<file path="config.mk">
export PLATFORM = sky130hd
export DESIGN_NAME = param_mod_counter
export DESIGN_NICKNAME = d
export VERILOG_FILES = /design/src/rtl/param_mod_counter_pkg.sv /design/src/rtl/param_mod_counter_div_out.sv /design/src/rtl/param_mod_counter.sv
export SDC_FILE = /design/constraint.sdc
export NUM_CORES = 1
export LEC_CHECK = 0
export BUFFER_PORTS_ARGS = -buffer_cell sky130_fd_sc_hd__buf_2
export CORE_ASPECT_RATIO = 2
export CORE_MARGIN = 10
export CORE_UTILIZATION = 40
export CTS_BUF_LIST = sky130_fd_sc_hd__clkbuf_4
export DETAILED_ROUTE_END_ITERATION = 7
export GPL_TIMING_DRIVEN = 0
export REMOVE_ABC_BUFFERS = 1
export SLEW_MARGIN = 15
export SYNTH_ARGS = -nofsm -noshare
export SYNTH_HDL_FRONTEND = slang
export SYNTH_HIERARCHICAL = 1
export SYNTH_SLANG_ARGS = --single-unit
export TNS_END_PERCENT = 10
</file>
<file path="constraint.sdc">
create_clock -name clk -period 2.7 [get_ports clk]
set_input_delay 0.81 -clock clk [delete_from_list [all_inputs] [get_ports clk]]
set_output_delay 0.81 -clock clk [all_outputs]
set_load 0.005 [all_outputs]
</file>
<file path="src/rtl/param_mod_counter_pkg.sv">
// Shared constants and helpers for the parametrised modulo-N counter.
// Optional build macro used by this slice: PARAM_MOD_COUNTER_DUTY50_EN.
package param_mod_counter_pkg;

    localparam int MAX_WIDTH = 16;

    localparam logic DIR_UP   = 1'b1;
    localparam logic DIR_DOWN = 1'b0;

    // Wide enough to hold 2^MAX_WIDTH; callers slice down to WIDTH+1 bits.
    typedef logic [MAX_WIDTH:0] mod_t;

    localparam mod_t MOD_ZERO = {(MAX_WIDTH+1){1'b0}};
    localparam mod_t MOD_ONE  = {{MAX_WIDTH{1'b0}}, 1'b1};

    function automatic mod_t mod_effective(input mod_t mod_val, input int width);
        mod_t m;
        if (mod_val == MOD_ZERO) begin
            m = MOD_ONE << width;
        end else begin
            m = mod_val;
        end
        return m;
    endfunction

    function automatic mod_t sat_load(input mod_t load_val, input mod_t m);
        mod_t v;
        if (load_val >= m) begin
            v = m - MOD_ONE;
        end else begin
            v = load_val;
        end
        return v;
    endfunction

endpackage

</file>
<file path="src/rtl/param_mod_counter_div_out.sv">
// Divided-output generator: one-cycle pulse after terminal count, or a
// 50% duty square wave when PARAM_MOD_COUNTER_DUTY50_EN is defined.
module mod_div_out
    import param_mod_counter_pkg::*;
(
    input  logic clk,
    input  logic reset,
    input  logic tc,
    output logic div_out
);

    logic div_q;
    logic div_d;

    // Next-state of the divided output.
    always_comb begin
        div_d = 1'b0;
`ifdef PARAM_MOD_COUNTER_DUTY50_EN
        if (tc) begin
            div_d = ~div_q;
        end else begin
            div_d = div_q;
        end
`else
        div_d = tc;
`endif
    end

    // Divided-output register with synchronous active-low reset.
    always_ff @(posedge clk) begin
        if (!reset) begin
            div_q <= 1'b0;
        end else begin
            div_q <= div_d;
        end
    end

    assign div_out = div_q;

endmodule

</file>
<file path="src/rtl/param_mod_counter.sv">
// Parametrised modulo-N up/down counter with runtime modulus, load,
// terminal-count flag and divided output (see PARAM_MOD_COUNTER_DUTY50_EN).
module param_mod_counter
    import param_mod_counter_pkg::*;
#(
    parameter int WIDTH     = 4,
    parameter int RESET_MOD = 10
) (
    input  logic             clk,
    input  logic             reset,
    input  logic             en,
    input  logic             up,
    input  logic             load,
    input  logic [WIDTH-1:0] load_val,
    input  logic             mod_wr,
    input  logic [WIDTH-1:0] mod_val,
    output logic [WIDTH-1:0] count,
    output logic             tc,
    output logic             div_out
);

    localparam int               MW          = WIDTH + 1;
    localparam logic [WIDTH:0]   RESET_MOD_W = MW'(RESET_MOD);
    localparam logic [WIDTH:0]   M_ONE       = MW'(1);
    localparam logic [WIDTH-1:0] C_ONE       = WIDTH'(1);
    localparam logic [WIDTH-1:0] C_ZERO      = {WIDTH{1'b0}};

    logic [WIDTH-1:0] count_q, count_d;
    logic [WIDTH:0]   mod_q, mod_d;

    logic [WIDTH:0]   cnt_ext_s;
    logic [WIDTH:0]   m_minus1_s;
    logic [WIDTH:0]   term_s;
    mod_t             mod_eff_s;
    mod_t             load_sat_s;
    logic             tc_s;

    assign cnt_ext_s  = {1'b0, count_q};
    assign m_minus1_s = mod_q - M_ONE;
    assign term_s     = (up == DIR_UP) ? m_minus1_s : {MW{1'b0}};
    assign mod_eff_s  = mod_effective(mod_t'(mod_val), WIDTH);
    assign load_sat_s = sat_load(mod_t'(load_val), mod_t'(mod_q));

    // Out-of-range counts (after a modulus shrink) never flag terminal.
    assign tc_s = reset & en & (cnt_ext_s < mod_q) & (cnt_ext_s == term_s);

    // Next count and modulus; load has priority over enable.
    always_comb begin
        count_d = count_q;
        mod_d   = mod_q;
        if (mod_wr) begin
            mod_d = mod_eff_s[WIDTH:0];
        end else begin
            mod_d = mod_q;
        end
        if (load) begin
            count_d = load_sat_s[WIDTH-1:0];
        end else if (en) begin
            if (up == DIR_UP) begin
                if (cnt_ext_s >= m_minus1_s) begin
                    count_d = C_ZERO;
                end else begin
                    count_d = count_q + C_ONE;
                end
            end else begin
                if ((count_q == C_ZERO) || (cnt_ext_s >= mod_q)) begin
                    count_d = m_minus1_s[WIDTH-1:0];
                end else begin
                    count_d = count_q - C_ONE;
                end
            end
        end else begin
            count_d = count_q;
        end
    end

    // Counter and modulus registers with synchronous active-low reset.
    always_ff @(posedge clk) begin
        if (!reset) begin
            count_q <= C_ZERO;
            mod_q   <= RESET_MOD_W;
        end else begin
            count_q <= count_d;
            mod_q   <= mod_d;
        end
    end

    mod_div_out u_div_out (
        .clk     (clk),
        .reset   (reset),
        .tc      (tc_s),
        .div_out (div_out)
    );

    assign count = count_q;
    assign tc    = tc_s;

endmodule

</file>
Word-level counts from Yosys, hierarchy flattened
Index checks and enable logic that the tools add are counted.
{ "totals": {"out_inout_bits": 6, "in_bits": 14, "word_cells": 27, "register_bits": 10} }
{ "classes": {"addsub": 4, "mux": 8, "order_cmp": 4, "n_reduce_logical": 4, "eq_ne": 1, "bitwise_logic": 3} }
{ "op_table": {"columns": ["op", "count"], "rows": [
  ["4-bit two-way mux", 6],
  ["4-bit by 5-bit >= comparator with 1-bit output", 3],
  ["5-bit two-way mux", 2],
  ["4-bit logical NOT", 2],
  ["4-bit by 1-bit subtractor with 4-bit output, second input constant", 2],
  ["4-bit by 5-bit equality test with 1-bit output", 1],
  ["4-bit by 5-bit less-than comparator with 1-bit output", 1],
  ["5-bit by 1-bit subtractor with 5-bit output, second input constant", 1],
  ["4-bit by 1-bit adder with 4-bit output, second input constant", 1],
  ["1-bit bitwise AND", 3],
  ["2-bit nonzero test", 1],
  ["1-bit logical OR", 1]
]} }

Longest topological paths before layout
Gate-level depths: netlist (run 1).
{ "depth": {"depth_word": 6, "depth_mapped": 10, "depth_no_buf": 9} }

Hierarchy
The synthesis (run 1) kept the hierarchy.
{ "modules_own_cells": {"columns": ["module", "seq_area_each_um2", "cells_each", "area_per_inst_um2", "instances"], "rows": [
  ["param_mod_counter", 180.2, 147, 1179.9, 1],
  ["mod_div_out", 20.0, 2, 26.3, 1]
]} }

Worst setup path before layout (run 1)
OpenSTA, ideal clock, no wires.
{ "synth_path": {"kind": "reg-to-output", "startpoint": "register mod_q[0]", "endpoint": "output port tc", "required_ps": 1890, "path_buffers": 1, "path_slack_ps": 220, "t_arrival_ps": 1670, "stages_incl_launch_ff": 8, "path_cell_list": "dfxtp_1 buf_6 inv_1 ha_1 or3_1 mux2i_1 nand3_1 a211oi_1"} }
{ "synth_via": {"elab_chain_cells": 4} }
{ "synth_lines": {"columns": ["element", "line", "rtl"], "rows": [
  ["start, declared", "param_mod_counter.sv:29", "logic [WIDTH:0] mod_q, mod_d;"],
  ["start signal, assigned", "param_mod_counter.sv:84", "mod_q <= mod_d;"],
  ["5-bit by 1-bit subtractor with 5-bit output", "param_mod_counter.sv:39", "assign m_minus1_s = mod_q - M_ONE;"],
  ["5-bit two-way mux", "param_mod_counter.sv:40", "assign term_s = (up == DIR_UP) ? m_minus1_s : {MW{1'b0}};"],
  ["4-bit by 5-bit equality test with 1-bit output", "param_mod_counter.sv:45", "assign tc_s = reset & en & (cnt_ext_s < mod_q) & (cnt_ext_s == term_s);"],
  ["1-bit bitwise AND *", "param_mod_counter.sv:45", null],
  ["end, declared", "param_mod_counter.sv:18", "output logic tc,"]
]} }
Mark *: on every way between the ends. The rest lies on a longest branch, timed or not.

Worst setup path after layout (run 1)
Ends and elaborated chain as after synthesis.

==> impl_metrics.xml, run 1 <==
<?xml version="1.0" encoding="UTF-8"?>
<metrics>
  <group name="logic_synthesis">
    <metric name="yosysTopAreaCellShare" unit="%">16.60</metric>
    <metric name="ys_seq_area_share" unit="%">16.60</metric>
    <metric name="netlist.top_cell.by_area" unit="">sky130_fd_sc_hd__dfxtp_1</metric>
    <metric name="synth_area_per_cell" unit="sq um">8.095</metric>
    <metric name="yosys-top-cells-area" unit="">sky130_fd_sc_hd__dfxtp_1, sky130_fd_sc_hd__ha_1, sky130_fd_sc_hd__mux2i_1</metric>
    <metric name="synth.cell_area" unit="sq um">1206</metric>
    <metric name="yosysWarningCount" unit="">6</metric>
    <metric name="yosys_register_bits" unit="">10</metric>
    <metric name="syn_inst" unit="">149</metric>
    <metric name="synth_cell_types" unit="">43</metric>
  </group>
  <group name="floorplan">
    <metric name="std_cell_rows" unit="">28</metric>
    <metric name="initial_core_util" unit="%">40.99</metric>
    <metric name="design.core.area" unit="sq um">2943</metric>
    <metric name="fp.dieH" unit="microns">97.66</metric>
    <metric name="die_w" unit="microns">58.83</metric>
    <metric name="floorplan.io_pins" unit="">20</metric>
    <metric name="fp.dieArea" unit="sq um">5745</metric>
  </group>
  <group name="cts">
    <metric name="cts_made_buffers" unit="">3</metric>
    <metric name="worst_skew_pair.late_latency" unit="ns">0.27</metric>
    <metric name="clkSlewWorstSetupHoldPaths" unit="ns">0.07</metric>
    <metric name="htreeDepth" unit="">1</metric>
    <metric name="cts.sink_count" unit="">10</metric>
    <metric name="cts-root-buf" unit="">sky130_fd_sc_hd__clkbuf_4</metric>
    <metric name="cts.path.max_buffers" unit="">2</metric>
    <metric name="cts_tree" unit="">done</metric>
  </group>
  <group name="hold_path">
    <metric name="worstHoldPathType" unit="">flop to flop</metric>
  </group>
  <group name="critical_path">
    <metric name="regToRegSetupSlack" unit="ns">0.16</metric>
    <metric name="crit_path_cell_chain" unit="">inv_2 -&gt; ha_4 -&gt; and3_1 -&gt; xnor2_4 -&gt; a41oi_2 -&gt; a211oi_2 -&gt; buf_2</metric>
    <metric name="count_of_buffer_and_inverter_cells_on_the_critical_path" unit="">2</metric>
    <metric name="crit_path_start_kind" unit="">flop</metric>
    <metric name="cp-endpoint" unit="">tc</metric>
    <metric name="cp.required" unit="ns">1.89</metric>
    <metric name="worst-endpoint-arrival" unit="ns">1.91</metric>
    <metric name="worst-setup-path-type" unit="">flop to output pin</metric>
    <metric name="critical_path_depth" unit="">7</metric>
    <metric name="critPathMaxStageDelay" unit="ns">0.38</metric>
    <metric name="crit_path_top_delay_cell" unit="">sky130_fd_sc_hd__dfxtp_4</metric>
    <metric name="path_delay_family" unit="">compound AO/OA/AOI/OAI gates</metric>
    <metric name="worstPathMaxFanout" unit="">3</metric>
    <metric name="worst_setup_path_end_kind" unit="">output pin</metric>
    <metric name="r2r.worst_path.cells" unit="">11</metric>
    <metric name="terminus_of_the_critical_flop_to_flop_path" unit="">count[2]</metric>
    <metric name="rr_startpoint" unit="">mod_q[0]</metric>
    <metric name="critical_path.startpoint" unit="">mod_q[0]</metric>
  </group>
  <group name="global_route">
    <metric name="global_route.overflow_total" unit="">0</metric>
    <metric name="grt_use_total" unit="%">13.36</metric>
    <metric name="grt_antenna_before_repair" unit="">0</metric>
    <metric name="vias_in_the_first_global_route" unit="">1310</metric>
    <metric name="grt_max_degree" unit="">14</metric>
    <metric name="global_route_wire_length_before_repair" unit="mm">6.175</metric>
  </group>
  <group name="timing">
    <metric name="min_period_over_period" unit="%">100.8</metric>
    <metric name="fin_hold_ws" unit="ns">0.5558</metric>
    <metric name="drv_slew" unit="">0</metric>
    <metric name="fin_setup_tns" unit="ns">-0.02206</metric>
    <metric name="clock_skews" unit="ns">0.001550</metric>
    <metric name="relSlewSlack" unit="%">57.81</metric>
    <metric name="max_clock_freq" unit="MHz">367.4</metric>
    <metric name="max_slew.worst_pin.slew" unit="ns">0.6280</metric>
    <metric name="report.final.hold_viol_count" unit="">0</metric>
    <metric name="rsz0062_at_grt" unit="">yes</metric>
    <metric name="setup_violations" unit="">1</metric>
    <metric name="finalWorstSetupSlack" unit="ns">-0.02206</metric>
    <metric name="timing.final.crit_period" unit="ns">2.722</metric>
  </group>
  <group name="power_and_ir_drop">
    <metric name="combinational_power_share" unit="%">52.8</metric>
    <metric name="switching_power" unit="mW">0.2754</metric>
    <metric name="powerDensity" unit="nW/um^2">431.6</metric>
    <metric name="cellInternalPower" unit="mW">0.3796</metric>
    <metric name="power.clock.fraction" unit="%">16.7</metric>
    <metric name="worst_ir_drop_vdd" unit="V">0.0002763</metric>
    <metric name="cellLeakagePower" unit="nW">0.6479</metric>
    <metric name="power.share.switching" unit="%">42.05</metric>
    <metric name="seq_power_share" unit="%">30.5</metric>
  </group>
  <group name="layout">
    <metric name="n_antenna_cell" unit="">0</metric>
    <metric name="register_area" unit="sq um">219.0</metric>
    <metric name="layout.cells.most_common" unit="">sky130_fd_sc_hd__buf_2</metric>
    <metric name="multi_input_comb_area" unit="sq um">1013</metric>
    <metric name="finalCoreUtilization" unit="%">51.57</metric>
    <metric name="fillCellCount" unit="">294</metric>
    <metric name="post_route_cells_drive_above_1_share" unit="%">33.91</metric>
    <metric name="area_delta_synth_final" unit="%">25.83</metric>
    <metric name="num-nets-final" unit="">203</metric>
    <metric name="highest_count_cells_in_the_layout_ignoring_fill_and_taps" unit="">sky130_fd_sc_hd__buf_2, sky130_fd_sc_hd__ha_1, sky130_fd_sc_hd__nor2_1</metric>
  </group>
  <group name="routing">
    <metric name="routed-via-count" unit="">1251</metric>
    <metric name="drt_first_iter_violations" unit="">26</metric>
    <metric name="remaining_drc_errors" unit="">0</metric>
    <metric name="route.detailed.vias_per_inst" unit="">6.132</metric>
    <metric name="number_of_nets_with_antenna_violations_after_detailed_routing" unit="">0</metric>
    <metric name="drt_wl_total" unit="mm">3.797</metric>
    <metric name="drt-wirelength-per-cell" unit="microns">18.61</metric>
    <metric name="firstDrtPassIters" unit="">4</metric>
  </group>
  <group name="outcome">
    <metric name="run_status" unit="">complete, but fails checks</metric>
    <metric name="failed_checks" unit="">setup timing</metric>
  </group>
  <group name="placed_design">
    <metric name="globalplace.congestion" unit="">0.8845</metric>
    <metric name="dp_hpwl" unit="mm">2.866</metric>
    <metric name="placement.io_buffers" unit="">19</metric>
  </group>
  <group name="run">
    <metric name="maxCapViolations" unit="">0</metric>
  </group>
</metrics>
logic make-up after synthesis:
family / share of synthesized area, %
adders and majority gates: 15.46
muxes: 6.847
AOI/OAI and AO/OA: 22.61
and+or+nand+nor: 24.07
DFF: 16.60
xor gates and xnor gates: 7.780
buffers and inverters: 6.638
through the flow:
stage          cell area (sq um)  total power [mW]  worst slack, ns  instances
6_report                    1518            0.6550         -0.02206        204
2_1_floorplan               1167            0.4000           0.1638        141
5_1_grt                     1518            0.7044          -0.1051        204
3_3_place_gp                1300            0.4781          -0.3458        190
4_1_cts                     1468            0.6368        -0.001065        203
3_5_place_dp                1300            0.4915          -0.4000        190
registers in the layout, indices dropped and copies added (netlist names):
register           flops
count                  4
u_div_out/div_out      1
mod_q                  5
repair_timing:
action,4_1_cts,5_1_grt
pin swaps,6,2
setup buffers,9,1
endpoints found under the hold margin,0,0
resized for setup,23,7
setup endpoints to repair,5,1
hold buffers,0,0
cell usage after synthesis:
master,number
sky130_fd_sc_hd__ha_1,14
sky130_fd_sc_hd__inv_1,11
sky130_fd_sc_hd__nor2_1,11
sky130_fd_sc_hd__dfxtp_1,10
sky130_fd_sc_hd__nand2_1,8
sky130_fd_sc_hd__nor3_1,8
sky130_fd_sc_hd__a21oi_1,7
sky130_fd_sc_hd__clkbuf_1,6
sky130_fd_sc_hd__mux2i_1,6
sky130_fd_sc_hd__nor2b_1,6
sky130_fd_sc_hd__or3_1,6
sky130_fd_sc_hd__xnor2_1,6
sky130_fd_sc_hd__nand2b_1,4
sky130_fd_sc_hd__nand3_1,4
sky130_fd_sc_hd__o21ai_0,4
sky130_fd_sc_hd__a211o_1,3
sky130_fd_sc_hd__a211oi_1,3
sky130_fd_sc_hd__a2111oi_2,2
sky130_fd_sc_hd__a21o_1,2
sky130_fd_sc_hd__a31oi_1,2
sky130_fd_sc_hd__nor4_1,2
sky130_fd_sc_hd__o211ai_1,2
sky130_fd_sc_hd__xnor2_2,2
sky130_fd_sc_hd__a221oi_2,1
sky130_fd_sc_hd__a41oi_1,1
sky130_fd_sc_hd__and2_1,1
sky130_fd_sc_hd__and3_1,1
sky130_fd_sc_hd__buf_2,1
sky130_fd_sc_hd__buf_6,1
sky130_fd_sc_hd__maj3_2,1
sky130_fd_sc_hd__mux2_1,1
sky130_fd_sc_hd__mux2_2,1
sky130_fd_sc_hd__nand3b_1,1
sky130_fd_sc_hd__nor3_4,1
sky130_fd_sc_hd__nor4bb_1,1
sky130_fd_sc_hd__o2111a_1,1
sky130_fd_sc_hd__o311ai_0,1
sky130_fd_sc_hd__o311ai_1,1
sky130_fd_sc_hd__o31ai_1,1
sky130_fd_sc_hd__o32ai_1,1
sky130_fd_sc_hd__o32ai_2,1
sky130_fd_sc_hd__o41a_1,1
sky130_fd_sc_hd__xor2_1,1
power groups by stage:
stage | clock [mW] | sequential, mW | combinational, mW
detailed placement | 0 | 0.201 | 0.291
floorplan | 0 | 0.191 | 0.209
global route | 0.120 | 0.203 | 0.382
global placement | 0 | 0.199 | 0.279
CTS | 0.113 | 0.197 | 0.327
finish | 0.110 | 0.200 | 0.346
routing by layer:
metal	GRT usage, %	wire (microns)	share of wire, %
met1	12.89	1371	36
met3	2.749	155	4.1
met2	23.58	2090	55
met5	0	0	0
met4	8.881	179	4.7
area by class of cell:
class / count / area share (%)
Sequential cell: 10 / 14.43
Multi-Input combinational cell: 120 / 66.78
Clock buffer: 3 / 1.484
Inverter: 11 / 2.885
Tap cell: 30 / 2.473
Clock inverter: 1 / 0.2473
Timing Repair Buffer: 29 / 11.71
worst min-delay path by stage:
stage | start | end | slack, ns | cells after the start
floorplan | mod_q[1] | mod_q[1] | 0.55 | 2
global placement | mod_q[2] | mod_q[2] | 0.61 | 2
detailed placement | mod_q[4] | mod_q[4] | 0.64 | 2
CTS | mod_q[1] | mod_q[1] | 0.55 | 2
global route | mod_q[1] | mod_q[1] | 0.60 | 2
finish | mod_q[1] | mod_q[1] | 0.56 | 2
worst register-to-register path, cell delays in order (launching register included):
cell	delay (ns)
sky130_fd_sc_hd__dfxtp_4	0.38
sky130_fd_sc_hd__inv_2	0.06
sky130_fd_sc_hd__ha_4	0.17
sky130_fd_sc_hd__xnor2_4	0.14
sky130_fd_sc_hd__buf_4	0.14
sky130_fd_sc_hd__buf_4	0.14
sky130_fd_sc_hd__ha_1	0.29
sky130_fd_sc_hd__a21oi_1	0.12
sky130_fd_sc_hd__o21ai_1	0.12
sky130_fd_sc_hd__maj3_2	0.38
sky130_fd_sc_hd__a2111oi_4	0.39
sky130_fd_sc_hd__a211o_1	0.15
No activity file was read; power rests on OpenSTA's default activity.
==> run 2, diff against run 1 <==
Clock period 2.7 ns to 3.2 ns, I/O delays scaled along.
==> run 2 against run 1 <==
Compared with the run above:
- worst hold slack better by 0.075 ns
- wire length shrank 8.5%
- first-iteration DRC count is 3.8% higher
- die area unchanged
- final cell count fell by 3.9%
- highest routed layer unchanged
- via count down 3.5%
- non-clock buffer count down 8
- the run now ends clean
- critical path depth unchanged
- sequential share of layout area is 0.34 points higher
==> impl_metrics.xml, run 2 (synthesis gave the netlist of run 1 again) <==
<?xml version="1.0" encoding="UTF-8"?>
<metrics>
  <group name="layout">
    <metric name="register_area" unit="sq um">203.9</metric>
    <metric name="largest_register_ff_count" unit="">5</metric>
    <metric name="highest_count_cells_in_the_layout_ignoring_fill_and_taps" unit="">sky130_fd_sc_hd__buf_2, sky130_fd_sc_hd__ha_1, sky130_fd_sc_hd__inv_1, sky130_fd_sc_hd__nor2_1, sky130_fd_sc_hd__dfxtp_1</metric>
    <metric name="multi_input_comb_area" unit="sq um">962.2</metric>
    <metric name="max_flop_register" unit="">mod_q</metric>
    <metric name="n_antenna_cell" unit="">0</metric>
    <metric name="finalInstanceArea" unit="sq um">1381</metric>
    <metric name="num-nets-final" unit="">195</metric>
    <metric name="area_delta_synth_final" unit="%">14.52</metric>
    <metric name="fillCellCount" unit="">310</metric>
    <metric name="post_route_cells_drive_above_1_share" unit="%">22.29</metric>
    <metric name="layout.cells.most_common" unit="">sky130_fd_sc_hd__buf_2</metric>
  </group>
  <group name="cts">
    <metric name="cts_tree" unit="">done</metric>
    <metric name="cts-root-buf" unit="">sky130_fd_sc_hd__clkbuf_4</metric>
    <metric name="htreeDepth" unit="">1</metric>
    <metric name="cts.sink_count" unit="">10</metric>
    <metric name="postCtsHoldBufs" unit="">0</metric>
    <metric name="clkSlewWorstSetupHoldPaths" unit="ns">0.07</metric>
    <metric name="worst_skew_pair.late_latency" unit="ns">0.27</metric>
    <metric name="cts_made_buffers" unit="">3</metric>
    <metric name="cts.path.max_buffers" unit="">2</metric>
  </group>
  <group name="power_and_ir_drop">
    <metric name="cellLeakagePower" unit="nW">0.6011</metric>
    <metric name="switching_power" unit="mW">0.2174</metric>
    <metric name="power.share.switching" unit="%">42.02</metric>
    <metric name="seq_power_share" unit="%">32.3</metric>
    <metric name="power.clock.fraction" unit="%">17.8</metric>
    <metric name="worst_ir_drop_vdd" unit="V">0.0002181</metric>
    <metric name="cellInternalPower" unit="mW">0.3000</metric>
    <metric name="report.power.total" unit="mW">0.5174</metric>
    <metric name="combinational_power_share" unit="%">49.9</metric>
    <metric name="powerDensity" unit="nW/um^2">374.6</metric>
  </group>
  <group name="timing">
    <metric name="clock_skews" unit="ns">0.002151</metric>
    <metric name="min_period_over_period" unit="%">96.16</metric>
    <metric name="report.final.hold_viol_count" unit="">0</metric>
    <metric name="max_clock_freq" unit="MHz">325.0</metric>
    <metric name="relSlewSlack" unit="%">58.28</metric>
    <metric name="max_slew.worst_pin.slew" unit="ns">0.6210</metric>
    <metric name="rsz0062_at_grt" unit="">no</metric>
    <metric name="timing.final.crit_period" unit="ns">3.077</metric>
    <metric name="setup_violations" unit="">0</metric>
    <metric name="drv_slew" unit="">0</metric>
  </group>
  <group name="floorplan">
    <metric name="fp.dieArea" unit="sq um">5745</metric>
    <metric name="initial_core_util" unit="%">40.99</metric>
    <metric name="design.core.area" unit="sq um">2943</metric>
    <metric name="fp.dieH" unit="microns">97.66</metric>
    <metric name="std_cell_rows" unit="">28</metric>
    <metric name="die_w" unit="microns">58.83</metric>
    <metric name="floorplan.io_pins" unit="">20</metric>
  </group>
  <group name="critical_path">
    <metric name="worstPathMaxFanout" unit="">13</metric>
    <metric name="cp.required" unit="ns">2.24</metric>
    <metric name="worst-setup-path-type" unit="">flop to output pin</metric>
    <metric name="crit_path_start_kind" unit="">flop</metric>
    <metric name="worst-endpoint-arrival" unit="ns">2.12</metric>
    <metric name="worst_setup_path_end_kind" unit="">output pin</metric>
  </group>
  <group name="outcome">
    <metric name="run_status" unit="">finished, final reports clean</metric>
  </group>
  <group name="placed_design">
    <metric name="globalplace.congestion" unit="">0.8845</metric>
    <metric name="dp_hpwl" unit="mm">2.866</metric>
    <metric name="placement.io_buffers" unit="">19</metric>
    <metric name="dpl-instance-area" unit="sq um">1300</metric>
  </group>
  <group name="routing">
    <metric name="firstDrtPassIters" unit="">4</metric>
    <metric name="drt_wl_total" unit="mm">3.475</metric>
    <metric name="remaining_drc_errors" unit="">0</metric>
    <metric name="drt_first_iter_violations" unit="">27</metric>
    <metric name="route.detailed.vias_per_inst" unit="">6.158</metric>
    <metric name="routed-via-count" unit="">1207</metric>
    <metric name="drt-wirelength-per-cell" unit="microns">17.73</metric>
    <metric name="number_of_nets_with_antenna_violations_after_detailed_routing" unit="">0</metric>
  </group>
  <group name="global_route">
    <metric name="global_route_wire_length_before_repair" unit="mm">5.851</metric>
    <metric name="global_route.overflow_total" unit="">0</metric>
    <metric name="grt_max_degree" unit="">14</metric>
    <metric name="vias_in_the_first_global_route" unit="">1296</metric>
    <metric name="grt_use_total" unit="%">12.66</metric>
    <metric name="grt_antenna_before_repair" unit="">0</metric>
  </group>
  <group name="hold_path">
    <metric name="worstHoldPathType" unit="">flop to flop</metric>
  </group>
  <group name="run">
    <metric name="maxCapViolations" unit="">0</metric>
  </group>
</metrics>
## run 2: cell types whose count changed in the layout (fill, tap and decap cells not counted), moves of 3 or more
| cell | previous run | this run |
|---|---|---|
| sky130_fd_sc_hd__dfxtp_2 | 3 | 0 |
| sky130_fd_sc_hd__dfxtp_1 | 3 | 9 |
| sky130_fd_sc_hd__inv_1 | 8 | 11 |
| sky130_fd_sc_hd__buf_4 | 9 | 2 |
| sky130_fd_sc_hd__dfxtp_4 | 4 | 1 |
## run 2: metal layers
layer | part of all wire [%] | GRT usage (%) | up-vias
met5 | 0 | 0 | -
met4 | 3.2 | 9.591 | 0
met3 | 4.2 | 3.272 | 9
met2 | 56 | 21.63 | 40
met1 | 36 | 11.99 | 574
li1 | - | - | 584
## run 2: what timing repair did
action                                  CTS  global route
endpoints found under the setup margin    1             1
resized for setup                         3             4
buffers inserted                          1             1
pin swaps                                 1             1
## run 2: critical path: stages (launching register included)
cell and delay (ns):
sky130_fd_sc_hd__dfxtp_1 0.65, sky130_fd_sc_hd__ha_1 0.32, sky130_fd_sc_hd__nand3b_1 0.14, sky130_fd_sc_hd__a21oi_1 0.12, sky130_fd_sc_hd__nor2_1 0.11, sky130_fd_sc_hd__nand3_1 0.09
sky130_fd_sc_hd__a211oi_2 0.25, sky130_fd_sc_hd__buf_2 0.16
## run 2: worst paths after layout
path	slack, ns	end	cells past startpoint	start
min	0.63	mod_q[0]	2	mod_q[0]
max	0.12	tc	7	count[2]
min reg2reg	0.63	mod_q[0]	2	mod_q[0]
max reg2reg	0.50	count[2]	10	mod_q[0]
## run 2: through the flow
| stage | std cells | TNS, ns | util (%) | hold WS (ns) | setup WS, ns |
|---|---|---|---|---|---|
| 6_report | 196 | 0 | 46.94 | 0.6312 | 0.1230 |
| 5_1_grt | 196 | 0 | 46.94 | 0.6905 | 0.01392 |
| 4_1_cts | 195 | 0 | 45.83 | 0.6334 | 0.004776 |
| 3_5_place_dp | 190 | -0.05005 | 44.18 | 0.6379 | -0.05005 |
| 3_3_place_gp | 190 | 0 | 44.18 | 0.6103 | 0.004185 |
| 2_1_floorplan | 141 | 0 | - | 0.5524 | 0.5138 |
## run 2: cell type report
cell class	count	area share (%)
clock inverter	1	0.2717
tap	30	2.717
timing repair buffer	21	7.971
multi-input combinational	120	69.66
sequential	10	14.76
clock buffer	3	1.630
inverter	11	2.989
## run 2: power by group through the flow
stage          combinational [mW]  sequential (mW)  clock, mW
2_1_floorplan               0.177            0.161          0
3_5_place_dp                0.245            0.169          0
3_3_place_gp                0.235            0.168          0
4_1_cts                     0.250            0.166     0.0953
6_report                    0.258            0.167     0.0922
5_1_grt                     0.288            0.170      0.103
